**config.mk**
```make
export PLATFORM = sky130hd
export DESIGN_NAME = vertical_distributor
export DESIGN_NICKNAME = d
export VERILOG_FILES = /design/src/rtl/mpc_io_pkg.sv /design/src/rtl/io_sync_stage.sv /design/src/rtl/vertical_distributor.sv
export SDC_FILE = /design/constraint.sdc
export NUM_CORES = 1
export LEC_CHECK = 0
export CORE_MARGIN = 2
export CORE_UTILIZATION = 43
export CTS_CLUSTER_DIAMETER = 200
export DETAILED_ROUTE_END_ITERATION = 12
export GPL_TIMING_DRIVEN = 0
export PLACE_DENSITY = 0.78
export RECOVER_POWER = 25
export SLEW_MARGIN = 20
export SYNTH_ARGS = -nofsm -noshare
export SYNTH_HDL_FRONTEND = slang
export SYNTH_SLANG_ARGS = --single-unit
export TNS_END_PERCENT = 5
```
**constraint.sdc**
```tcl
create_clock -name clk -period 2 [get_ports clk]
set_clock_uncertainty 0.1 [all_clocks]
set_input_delay 0.5 -clock clk [delete_from_list [all_inputs] [get_ports clk]]
set_output_delay 0.5 -clock clk [all_outputs]
set_load 0.005 [all_outputs]
```
**src/rtl/mpc_io_pkg.sv**
```systemverilog
// Shared types, widths and the vertical routing table used by both the
// output selector and the pad-to-macro distributor.
package mpc_io_pkg;

    localparam int NORTH_W = 10;
    localparam int SIDE_W  = 14;
    localparam int CFG_W   = 4;
    localparam int SEL_W   = 2;

    typedef enum logic [1:0] {
        RUN    = 2'd0,
        QUIET  = 2'd1,
        SETTLE = 2'd2
    } dist_state_e;

    // Macro index selected for a vertical position; unknown cfg values map to 0.
    function automatic logic [SEL_W-1:0] sel_for(input int pos, input logic [CFG_W-1:0] cfg);
        logic [SEL_W-1:0] sel;
        sel = '0;
        case (pos)
            0: case (cfg)
                4'd1:    sel = 2'd2;
                4'd2:    sel = 2'd1;
                4'd3:    sel = 2'd2;
                default: sel = 2'd0;
            endcase
            1: case (cfg)
                4'd2:    sel = 2'd1;
                4'd3:    sel = 2'd1;
                default: sel = 2'd0;
            endcase
            2: case (cfg)
                4'd0:    sel = 2'd2;
                4'd2:    sel = 2'd2;
                4'd3:    sel = 2'd1;
                default: sel = 2'd0;
            endcase
            default: sel = 2'd0;
        endcase
        return sel;
    endfunction

endpackage

```
**src/rtl/io_sync_stage.sv**
```systemverilog
// Reset-to-zero flop chain bringing an asynchronous pad bus into the clk domain.
module io_sync_stage #(
    parameter int WIDTH  = 1,
    parameter int STAGES = 2
) (
    input  logic             clk,
    input  logic             rst,
    input  logic [WIDTH-1:0] d,
    output logic [WIDTH-1:0] q
);

    logic [STAGES-1:0][WIDTH-1:0] r_chain;

    always_ff @(posedge clk) begin
        if (rst) begin
            r_chain <= '0;
        end else begin
            r_chain[0] <= d;
            for (int i = 1; i < STAGES; i++) begin
                r_chain[i] <= r_chain[i-1];
            end
        end
    end

    assign q = r_chain[STAGES-1];

endmodule

```
**src/rtl/vertical_distributor.sv**
```systemverilog
// Routes synchronised pad inputs to the macro chosen by the active configuration,
// forcing all macro inputs to zero while a configuration change is quieted and settled.
module vertical_distributor
    import mpc_io_pkg::*;
#(
    parameter int n             = 2,
    parameter int position      = 0,
    parameter int SYNC_STAGES   = 2,
    parameter int QUIET_CYCLES  = 4,
    parameter int SETTLE_CYCLES = 2
) (
    input  logic                           clk,
    input  logic                           rst,
    input  logic [CFG_W-1:0]               cfg_i,
    input  logic                           cfg_valid_i,
    output logic                           cfg_ready_o,
    output logic [CFG_W-1:0]               cfg_active_o,
    output logic                           quiet_o,
    input  logic [NORTH_W-1:0]             north_i,
    input  logic [SIDE_W-1:0]              west_i,
    input  logic [SIDE_W-1:0]              east_i,
    output logic [n-1:0][NORTH_W-1:0]      north_i_buf,
    output logic [n:0][SIDE_W-1:0]         west_i_buf,
    output logic [n:0][SIDE_W-1:0]         east_i_buf
);

    localparam int CNT_MAX = (QUIET_CYCLES > SETTLE_CYCLES) ? QUIET_CYCLES : SETTLE_CYCLES;
    localparam int CNT_W   = $clog2(CNT_MAX + 1);
    localparam logic [CNT_W-1:0] QUIET_LAST  = CNT_W'(QUIET_CYCLES - 1);
    localparam logic [CNT_W-1:0] SETTLE_LAST = CNT_W'(SETTLE_CYCLES - 1);

    generate
        if (n != 2 || position < 0 || position > 2 || SYNC_STAGES < 1 ||
            QUIET_CYCLES < 1 || SETTLE_CYCLES < 1) begin : g_bad_param
            $error("vertical_distributor: unsupported parameter set");
        end
    endgenerate

    dist_state_e                  r_state;
    dist_state_e                  w_state_next;
    logic [CNT_W-1:0]             r_cnt;
    logic [CFG_W-1:0]             r_pending;
    logic [CFG_W-1:0]             r_cfg_active;
    logic [SEL_W-1:0]             r_sel;

    logic [NORTH_W-1:0]           w_north_sync;
    logic [SIDE_W-1:0]            w_west_sync;
    logic [SIDE_W-1:0]            w_east_sync;
    logic [n-1:0][NORTH_W-1:0]    w_north_route;
    logic [n:0][SIDE_W-1:0]       w_west_route;
    logic [n:0][SIDE_W-1:0]       w_east_route;
    logic [n-1:0][NORTH_W-1:0]    r_north_buf;
    logic [n:0][SIDE_W-1:0]       r_west_buf;
    logic [n:0][SIDE_W-1:0]       r_east_buf;

    io_sync_stage #(.WIDTH(NORTH_W), .STAGES(SYNC_STAGES)) u_sync_north (
        .clk(clk), .rst(rst), .d(north_i), .q(w_north_sync)
    );
    io_sync_stage #(.WIDTH(SIDE_W), .STAGES(SYNC_STAGES)) u_sync_west (
        .clk(clk), .rst(rst), .d(west_i), .q(w_west_sync)
    );
    io_sync_stage #(.WIDTH(SIDE_W), .STAGES(SYNC_STAGES)) u_sync_east (
        .clk(clk), .rst(rst), .d(east_i), .q(w_east_sync)
    );

    always_comb begin
        w_state_next = r_state;
        case (r_state)
            RUN:     if (cfg_valid_i)          w_state_next = QUIET;
            QUIET:   if (r_cnt == QUIET_LAST)  w_state_next = SETTLE;
            SETTLE:  if (r_cnt == SETTLE_LAST) w_state_next = RUN;
            default: w_state_next = SETTLE;
        endcase
    end

    always_ff @(posedge clk) begin
        if (rst) begin
            r_state      <= SETTLE;
            r_cnt        <= '0;
            r_pending    <= '0;
            r_cfg_active <= '0;
            r_sel        <= sel_for(position, '0);
        end else begin
            r_state <= w_state_next;
            case (r_state)
                RUN: begin
                    if (cfg_valid_i) begin
                        r_pending <= cfg_i;
                        r_cnt     <= '0;
                    end
                end
                QUIET: begin
                    if (r_cnt == QUIET_LAST) begin
                        r_cfg_active <= r_pending;
                        r_sel        <= sel_for(position, r_pending);
                        r_cnt        <= '0;
                    end else begin
                        r_cnt <= r_cnt + 1'b1;
                    end
                end
                SETTLE: begin
                    if (r_cnt == SETTLE_LAST) r_cnt <= '0;
                    else                      r_cnt <= r_cnt + 1'b1;
                end
                default: r_cnt <= '0;
            endcase
        end
    end

    // North has only n targets, so only the low select bit picks the macro.
    generate
        for (genvar gi = 0; gi <= n; gi++) begin : g_side
            assign w_west_route[gi] = (r_sel == SEL_W'(gi)) ? w_west_sync : '0;
            assign w_east_route[gi] = (r_sel == SEL_W'(gi)) ? w_east_sync : '0;
        end
        for (genvar gi = 0; gi < n; gi++) begin : g_north
            assign w_north_route[gi] = (r_sel[0] == 1'(gi)) ? w_north_sync : '0;
        end
    endgenerate

    // Gating on next state blanks outputs from the acceptance edge and
    // releases them exactly on the edge that re-enters RUN.
    always_ff @(posedge clk) begin
        if (rst) begin
            r_north_buf <= '0;
            r_west_buf  <= '0;
            r_east_buf  <= '0;
        end else if (w_state_next == RUN) begin
            r_north_buf <= w_north_route;
            r_west_buf  <= w_west_route;
            r_east_buf  <= w_east_route;
        end else begin
            r_north_buf <= '0;
            r_west_buf  <= '0;
            r_east_buf  <= '0;
        end
    end

    assign cfg_ready_o  = (r_state == RUN);
    assign quiet_o      = (r_state != RUN);
    assign cfg_active_o = r_cfg_active;
    assign north_i_buf  = r_north_buf;
    assign west_i_buf   = r_west_buf;
    assign east_i_buf   = r_east_buf;

endmodule

```
==> summary.txt, run 1 <==
Critical path
  • Worst endpoint data arrival time: 2350 ps
  • CP max FO: 8
  • Worst Path Required: 2260 ps
  • Critical path endpoint category: flop
  • Startpoint types: flop
  • Crit path kind: flop to flop

Clock network
  • CTS tree: yes
  • Clock Latency Late Sink: 430 ps
  • Max Root-Sink Buffers: 2
  • Inserted Clock Buffers: 17
  • Root Buffer Master: clkbuf_16
  • Sink Count: 195
  • CTS Hold Buffers Added: 0
  • Clock-pin slew on the worst setup and hold paths: 70 ps
  • H-tree levels: 4

Logic synthesis
  • Synthesis warning total: 0
  • Top_reg_cell synth: dfxtp_1
  • Flops & latches, synth: 195
  • Post-synth EDFFs: 0
  • Sequential fraction of the synthesis area: 67.7%
  • Syn Nets: 541
  • Netlist cell types: 34
  • Ys async rst share: 0%
  • Avg Synthesized Cell Area: 11.8 um2
  • Mapped Cells: 487
  • Netlist Area Pre-Place: 5770 um2

Cells and area
  • Nets: 718
  • Filler Cell Count: 1,020
  • Layout area overhead: 42.9%
  • Core Util, Final: 62.5%
  • Ant diodes: 0
  • Fraction of layout cells with a size suffix above 1: 10.0%

STA
  • Final Hold Viols: 0
  • Final Cycle Share: 104%
  • Final critical-path required period: 2090 ps
  • Worst Tran Pin Value: 697 ps
  • WHS: 333 ps
  • Final worst slack: -87.6 ps
  • Max-slew violations: 0
  • RSZ-0062 raised after global routing: true
  • Final Setup Violations: 85
  • Max Fclk: 479 MHz
  • Slew margin rel.: 53.3%

Pwr
  • Sw frac: 25.3%
  • Comb power frac: 18.3%
  • Total internal power: 6.66 mW
  • Leak: 3.51 nW
  • Fraction of power consumed by sequential logic: 46.5%
  • Peak VDD IR: 0.569 mV
  • Psw: 2.26 mW
  • Clock share of power: 35.3%
  • Cell Pwr Density: 1080 nW/um2

Drt
  • 1st-pass router iterations: 4
  • Number of vias per cell: 4.61
  • Avg WL per Cell: 14.8 um
  • DRT Wirelength: 12.6 mm
  • DRC: 0
  • Vias post-DR: 3,930
  • DRT iter0 DRCs: 177
  • Final ANT Viol Nets: 0

GRT
  • GRT Max-Usage Layer: met2
  • Vias in the first global route: 3,914
  • GRT Overall Usage: 17.9%
  • First-pass GRT wire length: 19.4 mm
  • Grt ovf: 0
  • Met2 usage: 30.6%
  • Met3 usage: 5.75%
  • Initial antenna violation count: 0
  • Routing usage on met1: 20.5%
  • Largest net degree at the start of global routing: 17

Flow run
  • Maxcap violations: 0

Die
  • Full die area: 14,400 um2
  • Row cnt: 42
  • Die width: 120 um
  • Floorplan Core Area: 13,200 um2
  • IO Count: 155
  • Initial Util: 43.7%
  • DIE HEIGHT: 120 um

Place
  • Input/output buffers: 152
  • DP HPWL: 8.76 mm
  • Placer Congestion: 0.748
  • Dpl ws: -232 ps

Worst hold path
  • HP Class: flop to flop

Status
  • Failing checks: negative setup slack
  • Status: complete, but fails checks
==> final timing paths <==
kind,start,to,slack [ps],depth (start not counted)
min,u_sync_west.r_chain[8],u_sync_west.q[8],330,1
max,r_cnt[0],east_i_buf[8],-90,8
min reg2reg,u_sync_west.r_chain[8],u_sync_west.q[8],330,1
max reg2reg,r_cnt[0],east_i_buf[8],-90,8
==> repair_timing <==
action / CTS / global route
gates cloned: 0 / 1
gates resized for setup: 18 / 13
setup endpoints to repair: 106 / 105
buffers inserted: 4 / 2
pin swaps: 8 / 3
==> cell type report <==
cell class | instances | area (um2) | area share [%]
clock inverter | 11 | 105 | 1.27
clock buffer | 21 | 450 | 5.46
sequential | 195 | 3910 | 47.4
tap | 176 | 220 | 2.67
inverter | 8 | 30.0 | 0.364
timing repair buffer | 159 | 1600 | 19.4
buffer | 33 | 234 | 2.84
multi-input combinational | 250 | 1700 | 20.6
==> through the flow <==
| step | area, um2 | std cells | setup TNS (ps) | total power [mW] |
|---|---|---|---|---|
| after CTS | 8160 | 851 | -4620 | 8.80 |
| after global routing | 8240 | 853 | -8690 | 9.29 |
| after detailed placement | 7520 | 815 | -21140 | 5.55 |
| final | 8240 | 853 | -3840 | 8.92 |
| after global placement | 7520 | 815 | -13020 | 5.51 |
| after floorplan | 5780 | 487 | 0 | 5.04 |
==> critical path, stage by stage (launching register included) <==
cell       delay (ps)
dfxtp_4           370
ha_4              170
ha_4              170
a211o_1           320
a31oi_4           180
o311a_4           260
buf_12            160
clkbuf_16         150
and3_1            150
==> metal layers <==
layer	part of all wire (%)	wire length [um]	vias to the layer above
met1	42	5320	1826
li1	-	-	1954
met4	1.5	188	0
met5	0	0	-
met2	50	6360	133
met3	5.9	738	17
==> cells by family after synthesis <==
kind of cell	share of synthesized area [%]
buf+inv	4.45
compound gates	2.69
flops	67.7
simple gates	23.0
fa+ha+maj	1.95
mux	0.195
==> state kept, by name (all words and copies together), names as in the netlist, 10 cells and up <==
| register | cells |
|---|---|
| u_sync_north.q | 10 |
| east_i_buf | 42 |
| u_sync_east.q | 14 |
| u_sync_west.q | 14 |
| u_sync_north.r_chain | 10 |
| u_sync_east.r_chain | 14 |
| north_i_buf | 20 |
| west_i_buf | 42 |
| u_sync_west.r_chain | 14 |
==> power groups by stage <==
stage / Clock [mW] / Combinational [mW] / Sequential [mW]
after floorplan: 0 / 0.842 / 4.20
after global placement: 0 / 1.30 / 4.21
after detailed placement: 0 / 1.33 / 4.22
after CTS: 3.19 / 1.47 / 4.14
after global routing: 3.37 / 1.76 / 4.16
final: 3.15 / 1.63 / 4.14
==> cell usage after synthesis (all sizes together), types with 2 or more instances <==
| master | instances | area [um2] |
|---|---|---|
| a211oi | 2 | 20.0 |
| a21oi | 13 | 65.1 |
| and3 | 94 | 588 |
| and3b | 10 | 87.6 |
| buf | 11 | 135 |
| clkbuf | 23 | 91.3 |
| dfxtp | 195 | 3900 |
| ha | 9 | 113 |
| inv | 8 | 30.0 |
| nand2 | 15 | 56.3 |
| nand2b | 2 | 12.5 |
| nand3 | 8 | 40.0 |
| nor2 | 3 | 11.3 |
| nor2b | 79 | 494 |
| nor4 | 2 | 12.5 |
| o21ai | 2 | 10.0 |
==> layout by cell type (no fill, tap or decap), types with 5 or more instances in the layout <==
cell type,count
clkbuf_1,23
buf_4,5
clkbuf_16,18
inv_1,6
nand3_1,8
nor2b_1,78
and3b_1,10
a21oi_1,13
clkdlybuf4s50_1,150
buf_8,7
nand2_1,15
dfxtp_1,191
and3_1,92
No activity file was read; power rests on OpenSTA's default activity.
==> run 2: changes to the inputs <==
- CORE_UTILIZATION: 43 -> 38
- CTS_BUF_LIST: unset -> sky130_fd_sc_hd__clkbuf_8
- PLACE_DENSITY: 0.78 -> 0.71
==> run 2 against run 1 <==
  * Clock-buffer cell count is 3 lower
  * Final cell count increased by 2.3%
  * The flow still finishes with violations (negative setup slack)
  * Highest routed layer unchanged
  * Via count rose by 1.3%
  * Non-clock buffer count up 10
  * Maximum frequency decreased by 1.4%
  * Combinational power rose by 12%
  * Flip-flop and latch count unchanged
  * Critical path type unchanged
  * Critical endpoint is now east_i_buf[5]
  * Sequential share of layout area grew 0.22 points
==> summary.txt, run 2 (same netlist as run 1, synthesis figures left out) <==
Worst hold path
  • Hold Path Depth: 1 (unchanged)
  • Hold path start: u_sync_west.r_chain[0]
  • HP Class: flop to flop
  • Worst Hold Endpoint: u_sync_west.q[0]

STA
  • Final Cycle Share: 106% (+1.5 points)
  • RSZ-0062 raised after global routing: true
  • Max Fclk: 472 MHz (-1.4%)
  • Final Setup Violations: 104 (+22%)
  • Final Hold Viols: 0 (unchanged)
  • Setup TNS: -7470 ps (-3630 ps)
  • Final critical-path required period: 2120 ps (+29.2 ps)
  • Worst Tran Pin Value: 805 ps (+108 ps)
  • Final worst slack: -117 ps (-29.2 ps)
  • WHS: 343 ps (+9.88 ps)
  • Max-slew violations: 0 (unchanged)
  • Slew margin rel.: 46.1% (-7.2 points)

Drt
  • DRT Wirelength: 13.4 mm (+6.3%)
  • Number of vias per cell: 4.56 (-1.0%)
  • 1st-pass router iterations: 4 (unchanged)
  • DRT iter0 DRCs: 175 (-1.1%)
  • Final ANT Viol Nets: 0 (unchanged)
  • Vias post-DR: 3,982 (+1.3%)
  • Avg WL per Cell: 15.3 um (+3.9%)
  • DRC: 0 (unchanged)

Cells and area
  • Ant diodes: 0 (unchanged)
  • Layout area overhead: 42.4%
  • Fraction of layout cells with a size suffix above 1: 12.1% (+2.1 points)
  • Most frequent cells in the layout: dfxtp_1 (189), clkdlybuf4s50_1 (150), and3_1 (92)
  • Commonest non-fill, non-tap cell in the layout: dfxtp_1
  • Nets: 728 (+1.4%)
  • Filler Cell Count: 1,261 (+24%)

Die
  • Floorplan Core Area: 15,000 um2 (+14%)
  • Die width: 127 um (+6.2%)
  • Full die area: 16,200 um2 (+13%)
  • Row cnt: 45 (+7.1%)
  • DIE HEIGHT: 127 um (+6.2%)
  • IO Count: 155 (unchanged)
  • Initial Util: 38.4% (-5.4 points)

Clock network
  • Inserted Clock Buffers: 17 (unchanged)
  • CTS tree: yes
  • Max Root-Sink Buffers: 2 (unchanged)
  • H-tree levels: 4 (unchanged)
  • Clock-pin slew on the worst setup and hold paths: 90 ps (+20 ps)
  • Root Buffer Master: clkbuf_8
  • Sink Count: 195 (unchanged)
  • Clock Latency Late Sink: 460 ps (+30 ps)

Pwr
  • Total internal power: 6.08 mW (-8.7%)
  • Clock share of power: 28.7% (-6.6 points)
  • Leak: 3.49 nW (-0.51%)
  • Fraction of power consumed by sequential logic: 49.4% (+2.9 points)
  • Peak VDD IR: 0.474 mV (-17%)
  • Psw: 2.30 mW (+1.8%)
  • Sw frac: 27.4% (+2.1 points)
  • Comb power frac: 21.9% (+3.6 points)
  • Cell Pwr Density: 1020 nW/um2 (-5.7%)

Critical path
  • Critical path endpoint category: flop
  • Worst endpoint data arrival time: 2420 ps (+70 ps)
  • CP max FO: 6 (-2)
  • Reg-to-reg startpoint: r_state[0]
  • Crit path kind: flop to flop
  • Startpoint types: flop
  • Reg-to-Reg End: east_i_buf[5]
  • Worst Path Required: 2300 ps (+40 ps)
  • Worst reg-to-reg setup slack: -120 ps (-30 ps)
  • Max incr delay on CP: 350 ps (-20 ps)
  • CP max stage cell: dfxtp_2
  • Worst reg2reg path depth: 8 (unchanged)
  • Critical-path cell list: buf_4 > ha_4 > a211o_1 > a31oi_4 > o311a_4 > clkbuf_16 > buf_8 > and3_4

GRT
  • First-pass GRT wire length: 20.1 mm (+3.8%)
  • Largest net degree at the start of global routing: 18 (+1)
  • Grt ovf: 0 (unchanged)
  • GRT Overall Usage: 16.4% (-1.4 points)
  • Vias in the first global route: 3,969 (+1.4%)
  • Initial antenna violation count: 0 (unchanged)

Flow run
  • Maxcap violations: 0 (unchanged)

Status
  • Failing checks: negative setup slack
  • Status: complete, but fails checks

Place
  • Input/output buffers: 152 (unchanged)
  • DP HPWL: 9.39 mm (+7.2%)
  • Placer Congestion: 0.772 (+3.3%)
  • Dpl ws: -239 ps (-6.70 ps)
-- run 2: cell types whose count changed in the layout (fill, tap and decap cells not counted), moves of 2 or more --
cell and change:
dfxtp_1 -2, inv_8 +2, buf_4 +7, clkinv_4 -3, clkbuf_8 +17, inv_6 +2
clkbuf_16 -14, clkinvlp_4 +2, clkinv_2 -2, clkbuf_1 -2, dfxtp_2 +2
-- run 2: repair_timing --
item / in CTS / in global routing
pin swaps: 2 / 6
endpoints found under the setup margin: 106 / 106
cloned: 0 / 4
resized for setup: 20 / 16
buffers inserted: 4 / 9
hold buffers: 0 / 0
-- run 2: how the worst max path moves through the flow --
| stage | to | startpoint | cells past startpoint | slack (ps) |
|---|---|---|---|---|
| after floorplan | east_i_buf[0] | r_cnt[0] | 8 | 2 |
| after global placement | east_i_buf[2] | r_cnt[0] | 8 | -150 |
| after detailed placement | east_i_buf[5] | r_cnt[0] | 8 | -240 |
| after CTS | quiet_o | r_state[0] | 5 | -130 |
| after global routing | east_i_buf[5] | r_state[0] | 8 | -170 |
| final | east_i_buf[5] | r_state[0] | 8 | -120 |
-- run 2: final cells by class --
cell class / instances / area [um2] / share of cell area [%]
plain buffers: 33 / 230 / 2.80
clock buffers: 18 / 248 / 3.02
clock inverters: 12 / 124 / 1.51
inverters: 8 / 32.5 / 0.396
multi-input cells: 250 / 1700 / 20.7
flip-flops and latches: 195 / 3910 / 47.7
well taps: 188 / 235 / 2.86
repair buffers: 169 / 1730 / 21.0
-- run 2: critical path, delay by kind of cell, from the launching register on --
family	cells	cell delay, ps
AOI/OAI and AO/OA	3	830
adders and majority gates	1	170
buffers and inverters	3	450
DFF	1	350
and+or+nand+nor	1	170
-- run 2: per-stage QoR --
stage	total power, mW	util, %	cell area [um2]	instances
final	8.38	54.6	8210	873
after global routing	8.76	54.6	8210	873
after CTS	8.11	53.3	8010	861
after detailed placement	5.58	50.1	7540	827
after global placement	5.52	50.1	7540	827
after floorplan	5.04	-	5780	487
-- run 2: layer usage --
metal | GRT usage, % | part of all wire [%] | wire, um
met2 | 27.7 | 49 | 6630
met4 | 6.85 | 1.6 | 214
met5 | 0 | 0 | 0
met3 | 5.74 | 5.1 | 684
met1 | 19.1 | 44 | 5870
-- run 2: power by group through the flow --
stage / Combinational [mW] / Clock, mW / Sequential (mW)
after floorplan: 0.842 / 0 / 4.20
after global placement: 1.32 / 0 / 4.21
after detailed placement: 1.36 / 0 / 4.22
after CTS: 1.52 / 2.46 / 4.13
after global routing: 1.98 / 2.61 / 4.16
final: 1.83 / 2.40 / 4.14
==> run 3: changes to the inputs <==
- CAP_MARGIN: unset -> 20
==> results of run 3 <==
The final DEF is identical to that of run 2; final timing and power are the same.
